### config.mk
export PLATFORM = sky130hd
export DESIGN_NAME = bus_dest_regs_flat
export DESIGN_NICKNAME = d
export VERILOG_FILES = /design/src/rtl/bus_dest_regs_if.sv /design/src/rtl/bus_dest_regs.sv /design/src/flat_wrapper.sv
export SDC_FILE = /design/constraint.sdc
export NUM_CORES = 1
export LEC_CHECK = 0
export CORE_AREA = 4 4 144 146
export CTS_BUF_LIST = sky130_fd_sc_hd__clkbuf_8 sky130_fd_sc_hd__clkbuf_16
export DETAILED_ROUTE_END_ITERATION = 8
export DIE_AREA = 0 0 148 150
export GPL_TIMING_DRIVEN = 0
export PLACE_DENSITY_LB_ADDON = 0.3
export SLEW_MARGIN = 5
export SYNTH_ARGS = -nofsm -noshare
export SYNTH_HDL_FRONTEND = slang
export SYNTH_SLANG_ARGS = --single-unit
### constraint.sdc
create_clock -name clk -period 5.4 [get_ports clk]
set_input_delay 0.54 -clock clk [delete_from_list [all_inputs] [get_ports clk]]
set_output_delay 0.54 -clock clk [all_outputs]
set_load 0.05 [all_outputs]
### src/rtl/bus_dest_regs_if.sv
// Memory-write handshake bundle between bus_dest_regs and the instruction/data memory.
// The design drives the request side through the master modport.
interface bus_dest_regs_if #(
    parameter int ADDR_WIDTH = 16
);
    logic                  mem_wr_req;
    logic                  mem_sel;
    logic [ADDR_WIDTH-1:0] mem_addr;
    logic [15:0]           mem_wdata;
    logic                  mem_wr_ack;

    modport master (
        output mem_wr_req,
        output mem_sel,
        output mem_addr,
        output mem_wdata,
        input  mem_wr_ack
    );

    modport slave (
        input  mem_wr_req,
        input  mem_sel,
        input  mem_addr,
        input  mem_wdata,
        output mem_wr_ack
    );
endinterface

### src/rtl/bus_dest_regs.sv
// Destination registers of the datapath bus plus the memory-write request FSM.
// Optional macro AC_ACCUM_EN: write code 17 accumulates bus_in into AC.
module bus_dest_regs #(
    parameter int BUS_WIDTH  = 24,
    parameter int ADDR_WIDTH = 16
) (
    input  logic                 clk,
    input  logic                 rst_n,
    input  logic [BUS_WIDTH-1:0] bus_in,
    input  logic [4:0]           write_en,
    input  logic [4:0]           inc_en,
    bus_dest_regs_if.master      mem,
    output logic [15:0]          pc,
    output logic [15:0]          ir,
    output logic [15:0]          ar,
    output logic [15:0]          r,
    output logic [15:0]          r3,
    output logic [15:0]          stxy,
    output logic [15:0]          styz,
    output logic [15:0]          stxz,
    output logic [23:0]          ac,
    output logic [23:0]          r2,
    output logic [7:0]           x,
    output logic [7:0]           y,
    output logic [7:0]           z,
    output logic [7:0]           r1,
    output logic                 busy,
    output logic                 drop_err
);

    localparam logic [4:0] CODE_R    = 5'd1;
    localparam logic [4:0] CODE_R1   = 5'd2;
    localparam logic [4:0] CODE_R2   = 5'd3;
    localparam logic [4:0] CODE_R3   = 5'd4;
    localparam logic [4:0] CODE_X    = 5'd5;
    localparam logic [4:0] CODE_Y    = 5'd6;
    localparam logic [4:0] CODE_Z    = 5'd7;
    localparam logic [4:0] CODE_STXY = 5'd8;
    localparam logic [4:0] CODE_STYZ = 5'd9;
    localparam logic [4:0] CODE_STXZ = 5'd10;
    localparam logic [4:0] CODE_AR   = 5'd11;
    localparam logic [4:0] CODE_IR   = 5'd12;
    localparam logic [4:0] CODE_PC   = 5'd13;
    localparam logic [4:0] CODE_AC   = 5'd14;
    localparam logic [4:0] CODE_IM   = 5'd15;
    localparam logic [4:0] CODE_DM   = 5'd16;
`ifdef AC_ACCUM_EN
    localparam logic [4:0] CODE_ACC  = 5'd17;
`endif

    typedef enum logic [0:0] {
        ST_IDLE     = 1'b0,
        ST_WAIT_ACK = 1'b1
    } state_t;

    logic [15:0]           pc_r, ir_r, ar_r, r_r, r3_r, stxy_r, styz_r, stxz_r;
    logic [23:0]           ac_r, r2_r;
    logic [7:0]            x_r, y_r, z_r, r1_r;
    state_t                state_r, next_state_s;
    logic                  accept_s, drop_s, mem_code_s;
    logic                  req_r, busy_r, drop_r, sel_r;
    logic [ADDR_WIDTH-1:0] addr_r;
    logic [15:0]           wdata_r;

    // Register loads and increments; a load on a register suppresses its increment.
    always_ff @(posedge clk or negedge rst_n) begin
        if (!rst_n) begin
            pc_r   <= 16'h0000;
            ir_r   <= 16'h0000;
            ar_r   <= 16'h0000;
            r_r    <= 16'h0000;
            r3_r   <= 16'h0000;
            stxy_r <= 16'h0000;
            styz_r <= 16'h0000;
            stxz_r <= 16'h0000;
            ac_r   <= 24'h000000;
            r2_r   <= 24'h000000;
            x_r    <= 8'h00;
            y_r    <= 8'h00;
            z_r    <= 8'h00;
            r1_r   <= 8'h00;
        end else begin
            if (inc_en[0] && (write_en != CODE_PC)) pc_r <= pc_r + 16'd1;
            else                                    pc_r <= pc_r;
            if (inc_en[1] && (write_en != CODE_AR)) ar_r <= ar_r + 16'd1;
            else                                    ar_r <= ar_r;
            if (inc_en[2] && (write_en != CODE_X))  x_r  <= x_r + 8'd1;
            else                                    x_r  <= x_r;
            if (inc_en[3] && (write_en != CODE_Y))  y_r  <= y_r + 8'd1;
            else                                    y_r  <= y_r;
            if (inc_en[4] && (write_en != CODE_Z))  z_r  <= z_r + 8'd1;
            else                                    z_r  <= z_r;

            case (write_en)
                CODE_R:    r_r    <= bus_in[15:0];
                CODE_R1:   r1_r   <= bus_in[7:0];
                CODE_R2:   r2_r   <= bus_in[23:0];
                CODE_R3:   r3_r   <= bus_in[15:0];
                CODE_X:    x_r    <= bus_in[7:0];
                CODE_Y:    y_r    <= bus_in[7:0];
                CODE_Z:    z_r    <= bus_in[7:0];
                CODE_STXY: stxy_r <= bus_in[15:0];
                CODE_STYZ: styz_r <= bus_in[15:0];
                CODE_STXZ: stxz_r <= bus_in[15:0];
                CODE_AR:   ar_r   <= bus_in[15:0];
                CODE_IR:   ir_r   <= bus_in[15:0];
                CODE_PC:   pc_r   <= bus_in[15:0];
                CODE_AC:   ac_r   <= bus_in[23:0];
`ifdef AC_ACCUM_EN
                CODE_ACC:  ac_r   <= ac_r + bus_in[23:0];
`endif
                default:   ;
            endcase
        end
    end

    assign mem_code_s = (write_en == CODE_IM) || (write_en == CODE_DM);

    // Next-state logic; an ack frees the slot so a new write can be taken in the same cycle.
    always_comb begin
        next_state_s = state_r;
        accept_s     = 1'b0;
        drop_s       = 1'b0;
        case (state_r)
            ST_IDLE: begin
                if (mem_code_s) begin
                    accept_s     = 1'b1;
                    next_state_s = ST_WAIT_ACK;
                end else begin
                    next_state_s = ST_IDLE;
                end
            end
            ST_WAIT_ACK: begin
                if (mem.mem_wr_ack) begin
                    accept_s     = mem_code_s;
                    next_state_s = mem_code_s ? ST_WAIT_ACK : ST_IDLE;
                end else if (mem_code_s) begin
                    drop_s       = 1'b1;
                    next_state_s = ST_WAIT_ACK;
                end else begin
                    next_state_s = ST_WAIT_ACK;
                end
            end
            default: next_state_s = ST_IDLE;
        endcase
    end

    // FSM state and registered handshake outputs; fields are held until the next accepted write.
    always_ff @(posedge clk or negedge rst_n) begin
        if (!rst_n) begin
            state_r <= ST_IDLE;
            req_r   <= 1'b0;
            busy_r  <= 1'b0;
            drop_r  <= 1'b0;
            sel_r   <= 1'b0;
            addr_r  <= {ADDR_WIDTH{1'b0}};
            wdata_r <= 16'h0000;
        end else begin
            state_r <= next_state_s;
            req_r   <= (next_state_s == ST_WAIT_ACK);
            busy_r  <= (next_state_s == ST_WAIT_ACK);
            drop_r  <= drop_s;
            if (accept_s) begin
                sel_r   <= (write_en == CODE_IM);
                addr_r  <= ADDR_WIDTH'(ar_r);
                wdata_r <= (write_en == CODE_IM) ? bus_in[15:0] : {8'h00, bus_in[7:0]};
            end else begin
                sel_r   <= sel_r;
                addr_r  <= addr_r;
                wdata_r <= wdata_r;
            end
        end
    end

    assign pc   = pc_r;
    assign ir   = ir_r;
    assign ar   = ar_r;
    assign r    = r_r;
    assign r3   = r3_r;
    assign stxy = stxy_r;
    assign styz = styz_r;
    assign stxz = stxz_r;
    assign ac   = ac_r;
    assign r2   = r2_r;
    assign x    = x_r;
    assign y    = y_r;
    assign z    = z_r;
    assign r1   = r1_r;

    assign mem.mem_wr_req = req_r;
    assign mem.mem_sel    = sel_r;
    assign mem.mem_addr   = addr_r;
    assign mem.mem_wdata  = wdata_r;
    assign busy           = busy_r;
    assign drop_err       = drop_r;

endmodule

### src/flat_wrapper.sv
// flat-port wrapper written by rule: the top's interface ports become plain ports
module bus_dest_regs_flat 
#(
    parameter int BUS_WIDTH  = 24,
    parameter int ADDR_WIDTH = 16
)
  (clk, rst_n, bus_in, write_en, inc_en, pc, ir, ar, r, r3, stxy, styz, stxz, ac, r2, x, y, z, r1, busy, drop_err, mem_mem_wr_req, mem_mem_sel, mem_mem_addr, mem_mem_wdata, mem_mem_wr_ack);
  bus_dest_regs_if #(.ADDR_WIDTH(ADDR_WIDTH)) mem_i ();
  input  logic clk;
  input  logic rst_n;
  input  logic [BUS_WIDTH-1:0] bus_in;
  input  logic [4:0] write_en;
  input  logic [4:0] inc_en;
  output logic [15:0] pc;
  output logic [15:0] ir;
  output logic [15:0] ar;
  output logic [15:0] r;
  output logic [15:0] r3;
  output logic [15:0] stxy;
  output logic [15:0] styz;
  output logic [15:0] stxz;
  output logic [23:0] ac;
  output logic [23:0] r2;
  output logic [7:0] x;
  output logic [7:0] y;
  output logic [7:0] z;
  output logic [7:0] r1;
  output logic busy;
  output logic drop_err;
  output wire logic [$bits(mem_i.mem_wr_req)-1:0] mem_mem_wr_req;
  output wire logic [$bits(mem_i.mem_sel)-1:0] mem_mem_sel;
  output wire logic [$bits(mem_i.mem_addr)-1:0] mem_mem_addr;
  output wire logic [$bits(mem_i.mem_wdata)-1:0] mem_mem_wdata;
  input wire logic [$bits(mem_i.mem_wr_ack)-1:0] mem_mem_wr_ack;
  assign mem_mem_wr_req = mem_i.mem_wr_req;
  assign mem_mem_sel = mem_i.mem_sel;
  assign mem_mem_addr = mem_i.mem_addr;
  assign mem_mem_wdata = mem_i.mem_wdata;
  assign mem_i.mem_wr_ack = mem_mem_wr_ack;
  bus_dest_regs #(.BUS_WIDTH(BUS_WIDTH), .ADDR_WIDTH(ADDR_WIDTH)) u_core (.clk(clk), .rst_n(rst_n), .bus_in(bus_in), .write_en(write_en), .inc_en(inc_en), .mem(mem_i), .pc(pc), .ir(ir), .ar(ar), .r(r), .r3(r3), .stxy(stxy), .styz(styz), .stxz(stxz), .ac(ac), .r2(r2), .x(x), .y(y), .z(z), .r1(r1), .busy(busy), .drop_err(drop_err));
endmodule
# Word level (Yosys, flattened, before mapping)
# Index checks and enable logic that the tools add are counted.
# op_classes
addsub,5
eq_ne,21
mux,18
bitwise,1
reduce_logical,11
# op_table
op,count
$mux 16,5
$mux 8,6
$eq 5x4->1 const B,8
$add 16x1->16 const B,2
$add 8x1->8 const B,3
$eq 5x3->1 const B,4
$ne 5x3->1 const B,3
$eq 5x2->1 const B,2
$ne 5x4->1 const B,2
$reduce_bool 2->1,5
$eq 5x1->1 const B,1
$eq 5x5->1 const B,1
$logic_and 1x1->1,5
$mux 1,5
$pmux 1 s2,2
$logic_or 1x1->1,1
$not 1->1,1
# totals
regBits,243
output_inout_bits,244
elab_cells,75

# Depth between registers and ports, before layout
# depth
ltp_word,5
depth_mapped,7

# Least setup slack after synthesis
# No wires, ideal clock.
# synth_timing
path_kind,register to register
startpoint,register u_core.ar_r[0] (netlist: u_core.ar[0])
endpoint,register u_core.ar_r[14] (netlist: u_core.ar[14])
arrival_time_ns,2.027
setup_slack_ns,3.286
stages_incl_launch_ff,6
path_buffers,0
synth_period_minus_slack_ns,2.114
path_cell_list,dfrtp_1 ha_1 nand3_2 or3_1 or4b_1 o211ai_1
# synth_between
elab_chain_cells,3
# synth_lines
element,line_no,text
"start, declared",bus_dest_regs.sv:56,"logic [15:0] pc_r, ir_r, ar_r, r_r, r3_r, stxy_r, styz_r, stxz_r;"
"start signal, assigned",bus_dest_regs.sv:85,if (inc_en[1] && (write_en != CODE_AR)) ar_r <= ar_r + 16'd1;
"start signal, assigned",bus_dest_regs.sv:86,else ar_r <= ar_r;
"start signal, assigned",bus_dest_regs.sv:105,CODE_AR: ar_r <= bus_in[15:0];
$add 16x1->16,bus_dest_regs.sv:85,
$mux 16,bus_dest_regs.sv:85,
$mux 16,bus_dest_regs.sv:94,case (write_en)
# Every way passes these cells. The select of a mux whose other input is x is not followed.
# A chain may end at the register's enable or synchronous reset.

# Final worst setup path
# layout_timing
startpoint,register u_core.ar_r[3] (netlist: u_core.ar[3])
endpoint,output port ar[3]
# layout_rtl
element,line_no,text
"end, declared",flat_wrapper.sv:16,output logic [15:0] ar;
# No word-level cell between the ends.

==> results.cfg <==
[cts]
clockRootBuffer = clkbuf_16
postCtsResizedCells = 0
clk_latency_ps = 510
cts_setup_buffers = 0
cts_buffer_depth = 3
clkTransAtPathRegs_ps = 60
numCtsBuffers = 25
htreeDepth = 1
cts_tree = done
clkSinkCount = 243

[timing]
slew_headroom_pct = 40.6
rsz0062_at_grt = false
worst_pin_slew_ps = 891
setup_viol = 0
fin_crit_ps = 2440
drv_slew = 0
layout_setup_ws_ps = 2960
fin_crit_sh_pct = 45.1
final_hold_viol_count = 0
fmax_mhz = 410
fin_worst_skew_ps = 6.08

[route]
wl_um = 27600
dr.pass1.iters = 4
ant_nets = 0
drtIter0Drc = 253
drc = 0
avgRoutedWirePerCell_um = 20.4
vias = 7191
vias_per_cell = 5.31

[floorplanning]
start_util_pct = 51.6
die_w_um = 148
fp-row-count = 51
io_pins = 281
die-area_um2 = 22200
die_h_um = 150
core_um2 = 19400

[placement]
gp_congestion = 0.845
dpl.hpwl_um = 19600
placed_area_um2 = 13200
dp.cells = 1308
port_buffers = 277
preCtsSetupSlack_ps = 2640

[synthesis]
yosysWarnings = 0
yosys_register_bits = 243
ys_seq_area_share_pct = 60.8
yosys_most_used_dff = dfrtp_1
async_flop_share_pct = 100
avgSynthCellArea_um2 = 13.1
netlist_area_um2 = 10000
synth.distinct_cells = 43
syn_nets = 806
synth_edf_count = 0
synthesis.instances = 764

[global_route]
grt_usage_pct = 24.9
grt_max_degree = 107
grt_first_pass_wirelength_um = 43500
antenna_found_initial = 0
gr-total-overflow = 0
grt_pass1_vias = 7536

[setup_path]
max_stage_delay_ps = 870
path_cells = clkdlybuf4s50_1
critPathSlowestCell = clkdlybuf4s50_1
crit_family = buffers and inverters
worstPathRequired_ps = 4860
worstPathArrival_ps = 1900
r2r_slack_ps = 3480
cp-end-kind = output pin
critPathBufInv = 1
crit_path_max_fanout = 6
cp-start-kind = register
crit_type = register to output pin

[finish]
diodes = 0
fin_nets = 1113
layout_commonest_cell = clkdlybuf4s50_1
final-instance-count-excl-fill = 1354
final_area_um2 = 14000
drive_above_1_share_pct = 17.2
final_cell_mix = clkdlybuf4s50_1, dfrtp_1, mux2_2
area_growth_pct = 39.5

[power]
pwr-share-comb_pct = 47.0
p_per_area_nw_per_um2 = 598
intPower_w = 0.00463
p_leak_nw = 5.94
p_sw_share_pct = 44.5
p_clk_share_pct = 19.5
power_switching_w = 0.00371
p_seq_share_pct = 33.5
ir_worst_vdd_uv = 409

[outcome]
status = complete, no violations

[run]
maxCapViolations = 0

[worst_hold_path]
hp-class = primary input to register
-- path summary, 6_finish.rpt --
path / cells past startpoint / from / end
min reg2reg: 1 / u_core.ac[10] / u_core.ac[10]
max: 1 / u_core.ar[3] / ar[3]
min in group asynchronous: 2 / rst_n / u_core.r2[23]
max in group asynchronous: 3 / rst_n / u_core.mem.mem_wdata[5]
max reg2reg: 5 / u_core.ar[0] / u_core.ar[14]
min: 3 / inc_en[0] / u_core.pc[0]
-- power groups by stage --
stage,logic [W],registers (W),clock network (W)
floorplan,0.000664,0.00463,0
global placement,0.00389,0.00279,0
detailed placement,0.00394,0.00281,0
CTS,0.00396,0.00279,0.00165
global route,0.00409,0.00287,0.00174
finish,0.00392,0.00279,0.00163
-- state kept, by name (all words and copies together), names as in the netlist, 8 cells and up --
name	count
u_core.ar	16
u_core.z	8
u_core.r	16
u_core.ac	24
u_core.y	8
u_core.mem.mem_wdata	16
u_core.mem.mem_addr	16
u_core.styz	16
u_core.r1	8
u_core.pc	16
u_core.stxz	16
u_core.x	8
u_core.stxy	16
u_core.ir	16
u_core.r3	16
u_core.r2	24
-- final cells by class --
| type | count | area (um2) |
|---|---|---|
| inverters | 3 | 11.3 |
| clock buffers | 28 | 667 |
| multi-input cells | 473 | 3690 |
| repair buffers | 280 | 2840 |
| fillers | 1396 | 5440 |
| clock inverters | 17 | 111 |
| well taps | 265 | 332 |
| flip-flops and latches | 243 | 6080 |
| plain buffers | 45 | 220 |
-- synth_stat cells (2+ instances only) --
master	number	area share, %
dfrtp_1	243	61
mux2_2	120	14
nand2_1	62	2.3
mux2_1	49	5.5
nor2_1	44	1.7
a21oi_1	31	1.6
o21ai_0	25	1.3
clkbuf_1	24	0.90
xnor2_1	23	2.0
xor2_1	22	1.9
nand4_1	14	0.88
buf_2	13	0.65
nand3_1	12	0.60
a22o_1	8	0.70
nor3_1	7	0.35
ha_1	5	0.63
mux2i_1	5	0.50
o211ai_1	5	0.38
and2_1	4	0.25
and4_1	4	0.35
nor4_1	4	0.25
and3_1	3	0.19
and3b_1	3	0.26
buf_4	3	0.23
buf_6	3	0.34
inv_1	3	0.11
or4_1	3	0.23
a31oi_1	2	0.13
nand2b_1	2	0.13
nor2b_1	2	0.13
nor3b_2	2	0.25
o21ai_1	2	0.10
or3_1	2	0.13
-- routing by layer --
metal | vias up | routed length [um] | GRT usage [%]
met2 | 229 | 13600 | 41.7
met5 | - | 0 | 0
met4 | 0 | 518 | 5.73
li1 | 3303 | - | -
met3 | 37 | 1960 | 6.24
met1 | 3622 | 11500 | 33.2
-- repair_timing --
| item | in CTS | in global routing |
|---|---|---|
| hold buffers | 1 | 0 |
| endpoints found under the setup margin | 0 | 0 |
| endpoints found under the hold margin | 61 | 0 |
-- logic make-up after synthesis --
logic type | synth area share, %
compound gates | 4.35
flops | 60.8
buf+inv | 2.31
xor+xnor | 3.94
mux | 19.5
simple gates | 8.49
fa+ha+maj | 0.625
-- worst reg2reg max path, cell delays in order (launching register included) --
cell and delay, ps:
dfrtp_1 430, ha_1 240, nand3_2 140, or3_1 420, or4b_1 500, o211ai_1 100
-- per-stage QoR --
step                total power [W]  utilization [%]  setup TNS (ps)  hold WS (ps)
CTS                         0.00840             72.0               0           399
floorplan                   0.00529                -               0           244
global route                0.00869             72.0               0           422
detailed placement          0.00675             67.9               0           472
finish                      0.00834             72.0               0           414
global placement            0.00668             67.6        -1580650           461
No activity file was read; power rests on OpenSTA's default activity.
